## src/rtl/usr_burst_if.sv

```systemverilog
// Handshake/data bundle for the usr_burst universal shift register.
// The master side drives mode, data and burst requests; the slave side returns register state.
interface usr_burst_if #(
   parameter int WIDTH = 8,
   parameter int CNT_W = 4
);
   logic [2:0]       mode;
   logic [WIDTH-1:0] par_in;
   logic             sin_lo;
   logic             sin_hi;
   logic             start;
   logic [CNT_W-1:0] shift_count;
   logic [WIDTH-1:0] q;
   logic             sout_lo;
   logic             sout_hi;
   logic             busy;
   logic             done;

   modport master (
      output mode, par_in, sin_lo, sin_hi, start, shift_count,
      input  q, sout_lo, sout_hi, busy, done
   );

   modport slave (
      input  mode, par_in, sin_lo, sin_hi, start, shift_count,
      output q, sout_lo, sout_hi, busy, done
   );
endinterface

```

## src/rtl/usr_burst.sv

```systemverilog
// Parametrised universal shift register with eight modes and a counted burst engine.
// Continuous mode applies the live mode each edge; a burst repeats a latched mode n times.
module usr_burst #(
   parameter int WIDTH = 8,
   parameter int CNT_W = 4
) (
   input logic       clk,
   input logic       reset,
   usr_burst_if.slave bus
);

   typedef enum logic {
      IDLE,
      BURST
   } state_t;

   state_t           state;
   logic [WIDTH-1:0] q_reg;
   logic [CNT_W-1:0] cnt;
   logic [2:0]       op_r;
   logic             busy_reg;
   logic             done_reg;
   logic [2:0]       sel_op;
   logic [WIDTH-1:0] next_q;

   function automatic logic [WIDTH-1:0] apply_op(
      input logic [2:0]       op,
      input logic [WIDTH-1:0] cur,
      input logic [WIDTH-1:0] par,
      input logic             slo,
      input logic             shi
   );
      logic [WIDTH-1:0] res;
      res = cur;
      case (op)
         3'b000:  res = cur;
         3'b001:  res = {cur[WIDTH-2:0], slo};
         3'b010:  res = {shi, cur[WIDTH-1:1]};
         3'b011:  res = par;
         3'b100:  res = {cur[WIDTH-2:0], cur[WIDTH-1]};
         3'b101:  res = {cur[0], cur[WIDTH-1:1]};
         3'b110:  res = {cur[WIDTH-1], cur[WIDTH-1:1]};
         default: res = '0;
      endcase
      return res;
   endfunction

   // During a burst the latched op drives the datapath; the serial/parallel data stay live.
   always_comb begin
      sel_op = (state == BURST) ? op_r : bus.mode;
      next_q = apply_op(sel_op, q_reg, bus.par_in, bus.sin_lo, bus.sin_hi);
   end

   always_ff @(posedge clk or negedge reset) begin
      if (!reset) begin
         state    <= IDLE;
         q_reg    <= '0;
         cnt      <= '0;
         op_r     <= 3'b000;
         busy_reg <= 1'b0;
         done_reg <= 1'b0;
      end else begin
         case (state)
            IDLE: begin
               done_reg <= 1'b0;
               if (bus.start) begin
                  // The start edge itself never touches q; a zero count just reports done.
                  if (bus.shift_count != '0) begin
                     op_r     <= bus.mode;
                     cnt      <= bus.shift_count;
                     busy_reg <= 1'b1;
                     state    <= BURST;
                  end else begin
                     done_reg <= 1'b1;
                  end
               end else begin
                  q_reg <= next_q;
               end
            end
            BURST: begin
               q_reg    <= next_q;
               cnt      <= cnt - 1'b1;
               done_reg <= 1'b0;
               if (cnt == {{(CNT_W-1){1'b0}}, 1'b1}) begin
                  busy_reg <= 1'b0;
                  done_reg <= 1'b1;
                  state    <= IDLE;
               end
            end
            default: state <= IDLE;
         endcase
      end
   end

   assign bus.q       = q_reg;
   assign bus.sout_lo = q_reg[0];
   assign bus.sout_hi = q_reg[WIDTH-1];
   assign bus.busy    = busy_reg;
   assign bus.done    = done_reg;

endmodule
```

## src/flat_wrapper.sv

```systemverilog
// flat-port wrapper written by rule: the top's interface ports become plain ports
module usr_burst_flat 
#(
   parameter int WIDTH = 8,
   parameter int CNT_W = 4
)
  (clk, reset, bus_mode, bus_par_in, bus_sin_lo, bus_sin_hi, bus_start, bus_shift_count, bus_q, bus_sout_lo, bus_sout_hi, bus_busy, bus_done);
  usr_burst_if #(.WIDTH(WIDTH), .CNT_W(CNT_W)) bus_i ();
  input logic clk;
  input logic reset;
  input wire logic [$bits(bus_i.mode)-1:0] bus_mode;
  input wire logic [$bits(bus_i.par_in)-1:0] bus_par_in;
  input wire logic [$bits(bus_i.sin_lo)-1:0] bus_sin_lo;
  input wire logic [$bits(bus_i.sin_hi)-1:0] bus_sin_hi;
  input wire logic [$bits(bus_i.start)-1:0] bus_start;
  input wire logic [$bits(bus_i.shift_count)-1:0] bus_shift_count;
  output wire logic [$bits(bus_i.q)-1:0] bus_q;
  output wire logic [$bits(bus_i.sout_lo)-1:0] bus_sout_lo;
  output wire logic [$bits(bus_i.sout_hi)-1:0] bus_sout_hi;
  output wire logic [$bits(bus_i.busy)-1:0] bus_busy;
  output wire logic [$bits(bus_i.done)-1:0] bus_done;
  assign bus_i.mode = bus_mode;
  assign bus_i.par_in = bus_par_in;
  assign bus_i.sin_lo = bus_sin_lo;
  assign bus_i.sin_hi = bus_sin_hi;
  assign bus_i.start = bus_start;
  assign bus_i.shift_count = bus_shift_count;
  assign bus_q = bus_i.q;
  assign bus_sout_lo = bus_i.sout_lo;
  assign bus_sout_hi = bus_i.sout_hi;
  assign bus_busy = bus_i.busy;
  assign bus_done = bus_i.done;
  usr_burst #(.WIDTH(WIDTH), .CNT_W(CNT_W)) u_core (.clk(clk), .reset(reset), .bus(bus_i));
endmodule
```

## config.mk

```make
export PLATFORM = sky130hd
export DESIGN_NAME = usr_burst_flat
export DESIGN_NICKNAME = d
export VERILOG_FILES = /design/src/rtl/usr_burst_if.sv /design/src/rtl/usr_burst.sv /design/src/flat_wrapper.sv
export SDC_FILE = /design/constraint.sdc
export NUM_CORES = 1
export LEC_CHECK = 0
export ABC_AREA = 1
export BUFFER_PORTS_ARGS = -buffer_cell sky130_fd_sc_hd__buf_2
export CORE_ASPECT_RATIO = 1.75
export CORE_UTILIZATION = 45
export DETAILED_ROUTE_END_ITERATION = 12
export HOLD_SLACK_MARGIN = 0.12
export MAX_ROUTING_LAYER = met4
export PLACE_DENSITY = 0.72
export SKIP_CTS_REPAIR_TIMING = 1
export SLEW_MARGIN = 20
export SYNTH_ARGS = -nofsm -noshare
export SYNTH_HDL_FRONTEND = slang
export SYNTH_SLANG_ARGS = --single-unit
```

## constraint.sdc

```tcl
create_clock -name clk -period 3.31 [get_ports clk]
set_input_delay 0.662 -clock clk [delete_from_list [all_inputs] [get_ports clk]]
set_output_delay 0.662 -clock clk [all_outputs]
set_load 0.05 [all_outputs]
```

==> results of run 1 <==
## through the flow
stage	area [sq um]	utilization, %	worst slack, ns
4_1_cts	1344	56.95	1.655
6_report	1344	56.95	1.665
2_1_floorplan	1154	-	1.709
3_5_place_dp	1303	55.20	1.668
3_3_place_gp	1303	55.20	1.712
5_1_grt	1344	56.95	1.488
## cell usage after synthesis
master,n,area [sq um]
sky130_fd_sc_hd__a21oi_1,3,15.01
sky130_fd_sc_hd__buf_4,2,15.01
sky130_fd_sc_hd__buf_6,2,22.52
sky130_fd_sc_hd__dfrtp_1,18,450.4
sky130_fd_sc_hd__ha_1,2,25.02
sky130_fd_sc_hd__inv_1,19,71.32
sky130_fd_sc_hd__inv_2,3,11.26
sky130_fd_sc_hd__mux2_2,1,11.26
sky130_fd_sc_hd__nand2_1,62,232.7
sky130_fd_sc_hd__nand2_2,4,25.02
sky130_fd_sc_hd__nand2_4,5,56.30
sky130_fd_sc_hd__nand3_1,14,70.07
sky130_fd_sc_hd__nand3_2,2,20.02
sky130_fd_sc_hd__nand4_1,4,25.02
sky130_fd_sc_hd__nor2_1,8,30.03
sky130_fd_sc_hd__nor2_4,1,11.26
sky130_fd_sc_hd__o211ai_1,1,7.510
sky130_fd_sc_hd__o21ai_0,4,20.02
sky130_fd_sc_hd__o221ai_1,3,26.28
sky130_fd_sc_hd__o31ai_1,1,7.510
## where the power goes
group	leakage (uW)	switching (uW)	total [uW]	internal, uW
Clock	0.0000216	69.5	150	80.9
Sequential	0.000228	85.7	403	317
Combinational	0.000534	611	864	253
## critical path: stages, from the launching register on
cell and delay [ns]:
sky130_fd_sc_hd__dfrtp_1 0.56, sky130_fd_sc_hd__inv_2 0.19, sky130_fd_sc_hd__nand2_1 0.15, sky130_fd_sc_hd__nand2_4 0.08
sky130_fd_sc_hd__nor2_4 0.11, sky130_fd_sc_hd__nand2_1 0.09, sky130_fd_sc_hd__nand2_4 0.13, sky130_fd_sc_hd__inv_2 0.09
sky130_fd_sc_hd__nand2_1 0.07, sky130_fd_sc_hd__nand2_1 0.05
## kinds of logic after synthesis
group	Yosys count	synth area share [%]
and+or+nand+nor	100	40.78
buffers and inverters	26	10.41
DFF	18	39.05
AOI/OAI and AO/OA	12	6.617
adders and majority gates	2	2.169
muxes	1	0.9761
## area by class of cell
class	count	area [sq um]
Multi-Input combinational cell	115	583.1
Fill cell	239	1016
Timing Repair Buffer	31	155.1
Inverter	22	82.58
Clock buffer	3	41.29
Sequential cell	18	450.4
Tap cell	25	31.28
## worst max path at each step
| stage | from | slack, ns | end | cells after the start |
|---|---|---|---|---|
| after floorplan | u_core.bus.q[0] | 1.71 | bus_q[0] | 1 |
| after global placement | bus_shift_count[1] | 1.71 | u_core.op_r[0] | 5 |
| after detailed placement | bus_shift_count[3] | 1.67 | u_core.op_r[0] | 5 |
| after CTS | u_core.state | 1.65 | u_core.bus.q[6] | 9 |
| after global routing | u_core.state | 1.49 | u_core.bus.q[3] | 10 |
| final | u_core.state | 1.66 | u_core.bus.q[3] | 9 |
## layer usage
metal / global-route usage [%] / routed length (um)
met2: 40.73 / 1334
met1: 19.18 / 1011
met3: 2.244 / 98
met4: 10.00 / 48
met5: - / 0
==> results.txt, run 1 <==
----------------------------------------------------
[GRT]
  Via count of the first global-routing pass ... 1024
  Global-route wire length before repair ... 4008 um
  Combined global-route utilization of all metal layers ... 21.27%
  Maximum number of pins on one net before global-route repair ... 19
  Antenna violations before repair ... 0
  Sum of overflow across all layers after global routing ... 0

[CTS]
  Clock buffer count from CTS ... 3
  Register clock-pin slew on the reported worst setup and hold paths ... 0.07 ns
  Maximum number of buffers from clock root to sink ... 2
  Clk sinks ... 18
  Clock latency at the later pin of the worst-skew pair ... 0.25 ns
  Clock tree root driver cell ... sky130_fd_sc_hd__clkbuf_8
  H-tree levels ... 1
  Clock tree from TritonCTS ... built

[STA]
  Final Skew ... 0.005122 ns
  Worst hold slack ... 0.3324 ns
  Number of failing hold endpoints at the final stage ... 0
  Slew Viols, Final ... 0
  Sum of negative setup slack ... 0 ns
  Number of failing setup endpoints in the final timing report ... 0
  Setup repair after global routing missed its margin ... no
  Slew headroom ... 71.88%
  Timing-limited maximum frequency ... 607.8 MHz
  Tcrit/Tclk final ... 49.71%
  Post-layout min period ... 1.645 ns
  Worst Max-Slew Pin Slew ... 0.4218 ns

[Logic synthesis]
  Syn_area_per_cell ... 7.255 sq um
  Number of instances in the synthesized netlist ... 159
  Post-synthesis instance area ... 1154 sq um
  Unique masters post-synth ... 20
  Warning count from the yosys run ... 0
  Synthesis-stage register bit count ... 18
  Seq/Total Area, Yosys ... 39.05%
  Nets in the synthesized netlist ... 181

[Cells and area]
  Highest-count cells in the layout ignoring fill and taps ... sky130_fd_sc_hd__nand2_1, sky130_fd_sc_hd__buf_2, sky130_fd_sc_hd__inv_1
  Antenna fix cells ... 0
  Share of cells above drive strength 1 ... 26.46%
  Number of non-filler instances in the completed layout ... 214
  Leading cell type in the layout, fill and taps excluded ... sky130_fd_sc_hd__nand2_1
  Relative area change from synthesis to final layout ... 16.49%
  Post-layout net count ... 213
  Number of flip-flops under the largest register name ... 8

[Die]
  Width of the die ... 40.28 um
  Initial core utilization ... 48.89%
  Ports ... 32
  Floorplan die height ... 68.98 um
  Rows ... 23
  Die outline area ... 2778 sq um
  Core outline area ... 2360 sq um

[Worst setup path]
  Category of the critical setup timing path ... reg -> reg
  R2R Path Start ... u_core.state
  Signal arrival time at the worst endpoint ... 1.79 ns
  Worst Reg2Reg Path Length in Cells ... 9
  Reg2reg end ... u_core.bus.q[3]
  Critical Path Start Type ... flip-flop
  Setup slack on the worst flop-to-flop path ... 1.66 ns
  Crit. End Element ... flip-flop
  Crit Path Max Fanout ... 11
  Required arrival time at the worst endpoint ... 3.45 ns

[Run status]
  Run status ... finished clean

[Route]
  Number of nets with antenna violations after detailed routing ... 0
  Wire length reported by the detailed router ... 2492 um
  Detailed-router iteration count before antenna repair ... 4
  Drc violations ... 0
  Vias after detailed routing ... 1117
  Detailed-route vias per instance ... 5.220
  Per-cell routed wire length ... 11.64 um
  DR iter-0 viols ... 14

[Placed design]
  Placer's final routability congestion estimate ... 0.8668
  Port-buffer cells ... 31
  Post-detail-place hpwl ... 1961 um
  Cell count after placement ... 211

[Worst hold path]
  Hold Path Class ... in -> async

[Power]
  IR Drop Worst-Case VDD ... 0.4607 mV
  Power per standard cell area ... 1055 nW/um^2
  Leakage ... 0.0007837 uW
  Power after layout ... 1417 uW

[Job]
  Max cap viols ... 0

----------------------------------------------------
(Power assumes the default switching activity.)
==> run 2, diff against run 1 <==
--- a/config.mk
+++ b/config.mk
@@ -5,7 +5,7 @@
 export SDC_FILE = /design/constraint.sdc
 export NUM_CORES = 1
 export LEC_CHECK = 0
-export ABC_AREA = 1
+export ABC_AREA = 0
 export BUFFER_PORTS_ARGS = -buffer_cell sky130_fd_sc_hd__buf_2
 export CORE_ASPECT_RATIO = 1.75
 export CORE_UTILIZATION = 45
==> constraint.sdc (replaced) <==
create_clock -name clk -period 1.64 [get_ports clk]
set_input_delay 0.328 -clock clk [delete_from_list [all_inputs] [get_ports clk]]
set_output_delay 0.328 -clock clk [all_outputs]
set_load 0.05 [all_outputs]
==> run 2 against run 1 <==
  * Via count up 3.7%
  * Worst hold slack gained 0.0091 ns
  * Setup slack got worse by 1.6 ns
  * Total power increased to 2.7 times the previous value
  * Register-to-register slack worse by 1.6 ns
  * Sequential share of layout area decreased by 4.1 points
  * Clock-buffer cell count is 1 higher
  * Cell count down 14%
  * Clock skew rose by 0.0014 ns
  * Clock power increased by 140%
  * Largest cell class unchanged
  * Cell area grew 14%
  * Sequential power increased by 130%
==> results.txt, run 2 <==
----------------------------------------------------
[Cells and area]
  Fraction of the core area covered by cells at the end of the flow ... 60.96% (+4.0 points)
  Leading cell type in the layout, fill and taps excluded ... sky130_fd_sc_hd__buf_2
  Area of the multi-input gates ... 728.2 sq um (+25%)
  Number of flip-flops under the largest register name ... 8 (unchanged)
  Antenna fix cells ... 0 (unchanged)
  Post-layout net count ... 180 (-15%)
  Number of non-filler instances in the completed layout ... 183 (-14%)
  Area occupied by registers ... 451.7 sq um (+0.28%)
  Relative area change from synthesis to final layout ... 27.09%
  Highest-count cells in the layout ignoring fill and taps ... sky130_fd_sc_hd__buf_2, sky130_fd_sc_hd__dfrtp_1, sky130_fd_sc_hd__buf_4
  Share of cells above drive strength 1 ... 42.04% (+16 points)
  Fill cell total of the finished layout ... 229 (-4.2%)

[Power]
  Int Power ... 1951 uW (+200%)
  Power per standard cell area ... 2476 nW/um^2 (+130%)
  Clk pwr share ... 9.6% (-1.0 points)
  IR Drop Worst-Case VDD ... 1.214 mV (+160%)
  Switch share ... 48.75% (-5.3 points)
  Leakage ... 0.0006975 uW (-11%)
  Power share of the sequential group ... 24.3% (-4.1 points)
  Combinational fraction of design power ... 66.1% (+5.2 points)
  Power spent charging and discharging nets ... 1856 uW (+140%)

[Logic synthesis]
  Syn_area_per_cell ... 10.34 sq um (+43%)
  Nets in the synthesized netlist ... 139 (-23%)
  Yosys top cell by area ... sky130_fd_sc_hd__dfrtp_1
  Dominant register cell in the synthesized netlist ... sky130_fd_sc_hd__dfrtp_1
  Synthesis-stage register bit count ... 18 (unchanged)
  Post-synthesis instance area ... 1210 sq um (+4.9%)
  Warning count from the yosys run ... 0 (unchanged)
  Dominant cells by area after synthesis ... sky130_fd_sc_hd__dfrtp_1, sky130_fd_sc_hd__a32oi_1, sky130_fd_sc_hd__mux2_4, sky130_fd_sc_hd__a221oi_1, sky130_fd_sc_hd__mux2i_2
  Count of flip-flops with a built-in enable after synthesis ... 0 (unchanged)
  Top post-synthesis cells by count ... sky130_fd_sc_hd__dfrtp_1, sky130_fd_sc_hd__a32oi_1
  Most numerous cell in the Yosys netlist ... sky130_fd_sc_hd__dfrtp_1
  Seq/Total Area, Yosys ... 37.23% (-1.8 points)
  Number of instances in the synthesized netlist ... 117 (-26%)
  Unique masters post-synth ... 42 (+110%)
  Fraction of synthesized cell area taken by the top area cell type ... 37.23% (-1.8 points)
  Synth async-reset ratio ... 100.0% (unchanged)

[STA]
  Number of failing hold endpoints at the final stage ... 0 (unchanged)
  Slew Viols, Final ... 0 (unchanged)
  Timing-limited maximum frequency ... 622.3 MHz (+2.4%)
  Post-layout min period ... 1.607 ns (-0.03834 ns)
  Tcrit/Tclk final ... 97.98% (+48 points)
  Setup repair after global routing missed its margin ... yes
  Slew headroom ... 72.30% (+0.42 points)
  Final worst-path setup slack ... 0.03307 ns (-1.632 ns)
  Number of failing setup endpoints in the final timing report ... 0 (unchanged)
  Worst Max-Slew Pin Slew ... 0.4155 ns (-0.006326 ns)
  Final Skew ... 0.006561 ns (+0.001439 ns)

[Run status]
  Run status ... finished clean

[Placed design]
  Placer's final routability congestion estimate ... 0.8066 (-6.9%)
  Post-placement setup slack ... -0.07755 ns (-1.746 ns)
  Cell count after placement ... 177 (-16%)
  Post-detail-place hpwl ... 2335 um (+19%)
  Port-buffer cells ... 31 (unchanged)

[CTS]
  Clock tree root driver cell ... sky130_fd_sc_hd__clkbuf_8
  H-tree levels ... 1 (unchanged)
  Clk sinks ... 18 (unchanged)
  Maximum number of buffers from clock root to sink ... 2 (unchanged)
  Clock buffer count from CTS ... 3 (unchanged)
  Clock latency at the later pin of the worst-skew pair ... 0.25 ns (about the same)
  Clock tree from TritonCTS ... built
  Register clock-pin slew on the reported worst setup and hold paths ... 0.07 ns (about the same)

[Worst hold path]
  Hold Path Class ... in -> reg

[Route]
  Number of nets with antenna violations after detailed routing ... 0 (unchanged)
  Detailed-router iteration count before antenna repair ... 4 (unchanged)
  Vias after detailed routing ... 1158 (+3.7%)
  Per-cell routed wire length ... 17.58 um (+51%)
  Drc violations ... 0 (unchanged)
  DR iter-0 viols ... 35 (+21)
  Detailed-route vias per instance ... 6.328 (+21%)
  Wire length reported by the detailed router ... 3217 um (+29%)

[GRT]
  Maximum number of pins on one net before global-route repair ... 19 (unchanged)
  Via count of the first global-routing pass ... 1082 (+5.7%)
  Sum of overflow across all layers after global routing ... 0 (unchanged)
  Global-route wire length before repair ... 4636 um (+16%)
  Antenna violations before repair ... 0 (unchanged)
  Combined global-route utilization of all metal layers ... 23.03% (+1.8 points)

[Worst setup path]
  Required arrival time at the worst endpoint ... 1.77 ns (-1.68 ns)
  Critical Path Start Type ... flip-flop
  Crit Path Max Fanout ... 8 (-3)
  Signal arrival time at the worst endpoint ... 1.74 ns (-0.05 ns)
  Category of the critical setup timing path ... reg -> reg
  Crit. End Element ... flip-flop

[Die]
  Core outline area ... 2522 sq um (+6.9%)
  Die outline area ... 2908 sq um (+4.7%)
  Ports ... 32 (unchanged)
  Floorplan die height ... 70.60 um (+2.3%)
  Width of the die ... 41.20 um (+2.3%)
  Rows ... 24 (+4.3%)
  Initial core utilization ... 47.97% (-0.92 points)

[Job]
  Max cap viols ... 0 (unchanged)

----------------------------------------------------
[run 2: cell types whose count changed in the layout (fill, tap and decap cells not counted), sizes merged, moves of 6 or more]
cell	before	now
inv	22	4
mux2	1	7
nand3	16	2
nor2	9	2
and2	0	7
a221oi	0	7
buf	31	43
nand2	71	4
a32oi	0	8
[run 2: per-layer routing]
layer,GRT usage (%),share of wire (%),vias to the layer above
met5,-,0,-
met4,6.810,1.2,0
met3,1.881,3.6,4
met2,40.63,57,45
met1,25.36,38,572
li1,-,-,537
[run 2: critical path: stages (launching register included)]
cell	delay, ns
sky130_fd_sc_hd__dfrtp_2	0.48
sky130_fd_sc_hd__buf_4	0.18
sky130_fd_sc_hd__mux2_4	0.34
sky130_fd_sc_hd__and3_1	0.19
sky130_fd_sc_hd__a221oi_2	0.21
sky130_fd_sc_hd__o31ai_1	0.10
[run 2: power groups by stage]
stage,registers [uW],logic [uW],clock network (uW)
floorplan,1190,1450,0
global placement,892,2290,0
detailed placement,909,2350,0
global route,959,2680,387
finish,926,2520,364
CTS,902,2350,366
[run 2: kinds of logic after synthesis]
kind of cell	after synthesis	synth area share, %
mux	10	11.07
fa+ha+maj	2	2.068
compound gates	43	26.58
simple gates	28	14.69
flops	18	37.23
buf+inv	13	6.204
xor+xnor	3	2.172
[run 2: cell type report]
class                      count  share of cell area, %
multi-input combinational     87                  47.36
sequential                    18                  29.37
timing repair buffer          44                  16.60
tap                           26                  2.116
inverter                       4                 0.9764
clock buffer                   4                  3.580
[run 2: path summary, 6_finish.rpt]
kind	from	to	slack, ns	depth (start not counted)
min in group asynchronous	reset	u_core.cnt[2]	0.54	2
max	u_core.state	u_core.bus.q[7]	0.03	5
max in group asynchronous	reset	u_core.state	0.79	2
min reg2reg	u_core.bus.busy	u_core.bus.busy	0.49	1
max reg2reg	u_core.state	u_core.bus.q[7]	0.03	5
min	bus_shift_count[3]	u_core.cnt[3]	0.34	3
[run 2: stage by stage]
step | area, sq um | total power (uW) | TNS [ns] | hold WS, ns
floorplan | 1210 | 2643 | 0 | 0.03241
global placement | 1428 | 3180 | 0 | 0.2790
detailed placement | 1428 | 3256 | -0.1485 | 0.2894
CTS | 1483 | 3621 | -0.2256 | 0.01746
global route | 1538 | 4029 | -0.1065 | 0.3655
finish | 1538 | 3807 | 0 | 0.3415
==> run 3, diff against run 2 <==
==> constraint.sdc (replaced) <==
create_clock -name clk -period 1.7 [get_ports clk]
set_input_delay 0.34 -clock clk [delete_from_list [all_inputs] [get_ports clk]]
set_output_delay 0.34 -clock clk [all_outputs]
set_load 0.05 [all_outputs]
==> run 3 against run 2 <==
  * Utilization fell by 2.6 points
  * Register-to-register slack improved by 0.02 ns
  * Die area did not move
  * Highest routed layer unchanged
  * Largest cell class unchanged
  * Total power fell by 8.9%
==> results.txt, run 3 (synthesis gave the netlist of run 2 again) <==
----------------------------------------------------
[Run status]
  Run status ... finished clean

[STA]
  Number of failing setup endpoints in the final timing report ... 0 (unchanged)
  Number of failing hold endpoints at the final stage ... 0 (unchanged)
  Slew Viols, Final ... 0 (unchanged)
  Tcrit/Tclk final ... 96.96% (-1.0 points)
  Slew headroom ... 73.83% (+1.5 points)
  Final Skew ... 0.003148 ns (-0.003413 ns)
  Worst hold slack ... 0.3500 ns (+0.008498 ns)
  Worst Max-Slew Pin Slew ... 0.3850 ns (-0.03050 ns)
  Setup repair after global routing missed its margin ... no
  Sum of negative setup slack ... 0 ns (unchanged)
  Timing-limited maximum frequency ... 606.7 MHz (-2.5%)
  Post-layout min period ... 1.648 ns (+0.04144 ns)

[CTS]
  Maximum number of buffers from clock root to sink ... 2 (unchanged)
  Clock buffer count from CTS ... 3 (unchanged)
  Clock latency at the later pin of the worst-skew pair ... 0.26 ns (about the same)
  Clock tree from TritonCTS ... built
  H-tree levels ... 1 (unchanged)
  Clock tree root driver cell ... sky130_fd_sc_hd__clkbuf_8
  Register clock-pin slew on the reported worst setup and hold paths ... 0.07 ns (about the same)
  Clk sinks ... 18 (unchanged)

[Cells and area]
  Leading cell type in the layout, fill and taps excluded ... sky130_fd_sc_hd__buf_2
  Share of cells above drive strength 1 ... 39.87% (-2.2 points)
  Area of the multi-input gates ... 685.7 sq um (-5.8%)
  Area occupied by registers ... 451.7 sq um (unchanged)
  Antenna fix cells ... 0 (unchanged)
  Fill cell total of the finished layout ... 236 (+3.1%)
  Number of flip-flops under the largest register name ... 8 (unchanged)
  Post-layout net count ... 176 (-2.2%)
  Highest-count cells in the layout ignoring fill and taps ... sky130_fd_sc_hd__buf_2, sky130_fd_sc_hd__dfrtp_1, sky130_fd_sc_hd__buf_4
  Relative area change from synthesis to final layout ... 21.72%
  Number of non-filler instances in the completed layout ... 179 (-2.2%)

[Route]
  Detailed-router iteration count before antenna repair ... 5 (+1)
  Routed length on met3 ... 92 um (-21%)
  Per-cell routed wire length ... 16.70 um (-5.0%)
  Met2 routed wirelength ... 1713 um (-7.3%)
  Vias after detailed routing ... 1113 (-3.9%)
  Wire length reported by the detailed router ... 2989 um (-7.1%)
  Drc violations ... 0 (unchanged)
  DR iter-0 viols ... 17 (-51%)
  Routed length on met1 ... 1126 um (-6.9%)
  Uppermost layer routed ... met4
  Detailed-route vias per instance ... 6.218 (-1.7%)
  Number of nets with antenna violations after detailed routing ... 0 (unchanged)

[Worst setup path]
  Cell type of the slowest stage on the worst timing path ... sky130_fd_sc_hd__dfrtp_2
  Largest stage delay on the critical path ... 0.48 ns (about the same)
  Crit Path Max Fanout ... 12 (+4)
  Signal arrival time at the worst endpoint ... 1.81 ns (+0.07 ns)
  Chain of cells forming the critical path ... buf_4 > inv_1 > mux2i_2 > buf_4 > a32oi_1 > o21ai_0
  Required arrival time at the worst endpoint ... 1.87 ns (+0.10 ns)
  Category of the critical setup timing path ... reg -> reg
  Worst path most repeated cell ... sky130_fd_sc_hd__buf_4
  Crit. End Element ... flip-flop
  Critical Path Start Type ... flip-flop

[Die]
  Core outline area ... 2522 sq um (unchanged)
  Ports ... 32 (unchanged)
  Floorplan die height ... 70.60 um (unchanged)
  Rows ... 24 (unchanged)
  Die outline area ... 2908 sq um (unchanged)
  Initial core utilization ... 47.97% (unchanged)
  Width of the die ... 41.20 um (unchanged)

[Power]
  Power per standard cell area ... 2355 nW/um^2 (-4.9%)
  Power after layout ... 3468 uW (-8.9%)
  IR Drop Worst-Case VDD ... 1.006 mV (-17%)
  Leakage ... 0.0006708 uW (-3.8%)

[GRT]
  Combined global-route utilization of all metal layers ... 23.35% (+0.33 points)
  Via count of the first global-routing pass ... 1049 (-3.0%)
  Maximum number of pins on one net before global-route repair ... 19 (unchanged)
  Sum of overflow across all layers after global routing ... 0 (unchanged)
  Antenna violations before repair ... 0 (unchanged)
  Global-route wire length before repair ... 4519 um (-2.5%)

[Placed design]
  Cell count after placement ... 174 (-1.7%)
  Post-detail-place hpwl ... 2295 um (-1.7%)
  Placer's final routability congestion estimate ... 0.8012 (-0.67%)
  Port-buffer cells ... 31 (unchanged)

[Job]
  Max cap viols ... 0 (unchanged)

[Worst hold path]
  Hold Path Class ... in -> reg

----------------------------------------------------
## run 3: worst max-delay path: cells and delay by family, from the launching register on
family          cells  cell delay [ns]
mux                 1             0.31
compound gates      2             0.29
buf+inv             3             0.48
flops               1             0.48
## run 3: metrics by stage
stage	utilization (%)	cell area, sq um	setup slack, ns
after CTS	57.89	1460	-0.001269
final	58.38	1473	0.05163
after detailed placement	55.70	1405	0.01805
after global placement	55.70	1405	0.06013
after global routing	58.38	1473	0.003147
after floorplan	-	1210	0.07463
## run 3: layout make-up
class | count | area share (%)
sequential | 18 | 30.67
timing repair buffer | 41 | 15.80
multi-input combinational | 86 | 46.56
tap | 26 | 2.209
inverter | 4 | 1.020
clock buffer | 4 | 3.738
## run 3: power by group
group | switching, uW | internal [uW] | leakage [uW]
combinational | 1310 | 920 | 0.000422
clock | 146 | 206 | 0.0000288
sequential | 239 | 643 | 0.000220
total | 1700 | 1770 | 0.000671
## run 3: final timing paths
check / slack, ns / depth (start not counted) / start / to
worst min register to register: 0.52 / 1 / u_core.bus.busy / u_core.bus.busy
worst max-delay path: 0.05 / 6 / u_core.state / u_core.bus.q[3]
worst max register to register: 0.05 / 6 / u_core.state / u_core.bus.q[3]
min in group asynchronous: 0.54 / 2 / reset / u_core.op_r[2]
max in group asynchronous: 0.86 / 2 / reset / u_core.state
worst min-delay path: 0.35 / 3 / bus_par_in[0] / u_core.bus.q[0]
## run 3: per-layer routing
layer / up-vias / GRT usage, %
met5: - / -
met4: 0 / 9.677
met3: 5 / 1.881
met2: 33 / 42.71
met1: 549 / 22.34
li1: 526 / -
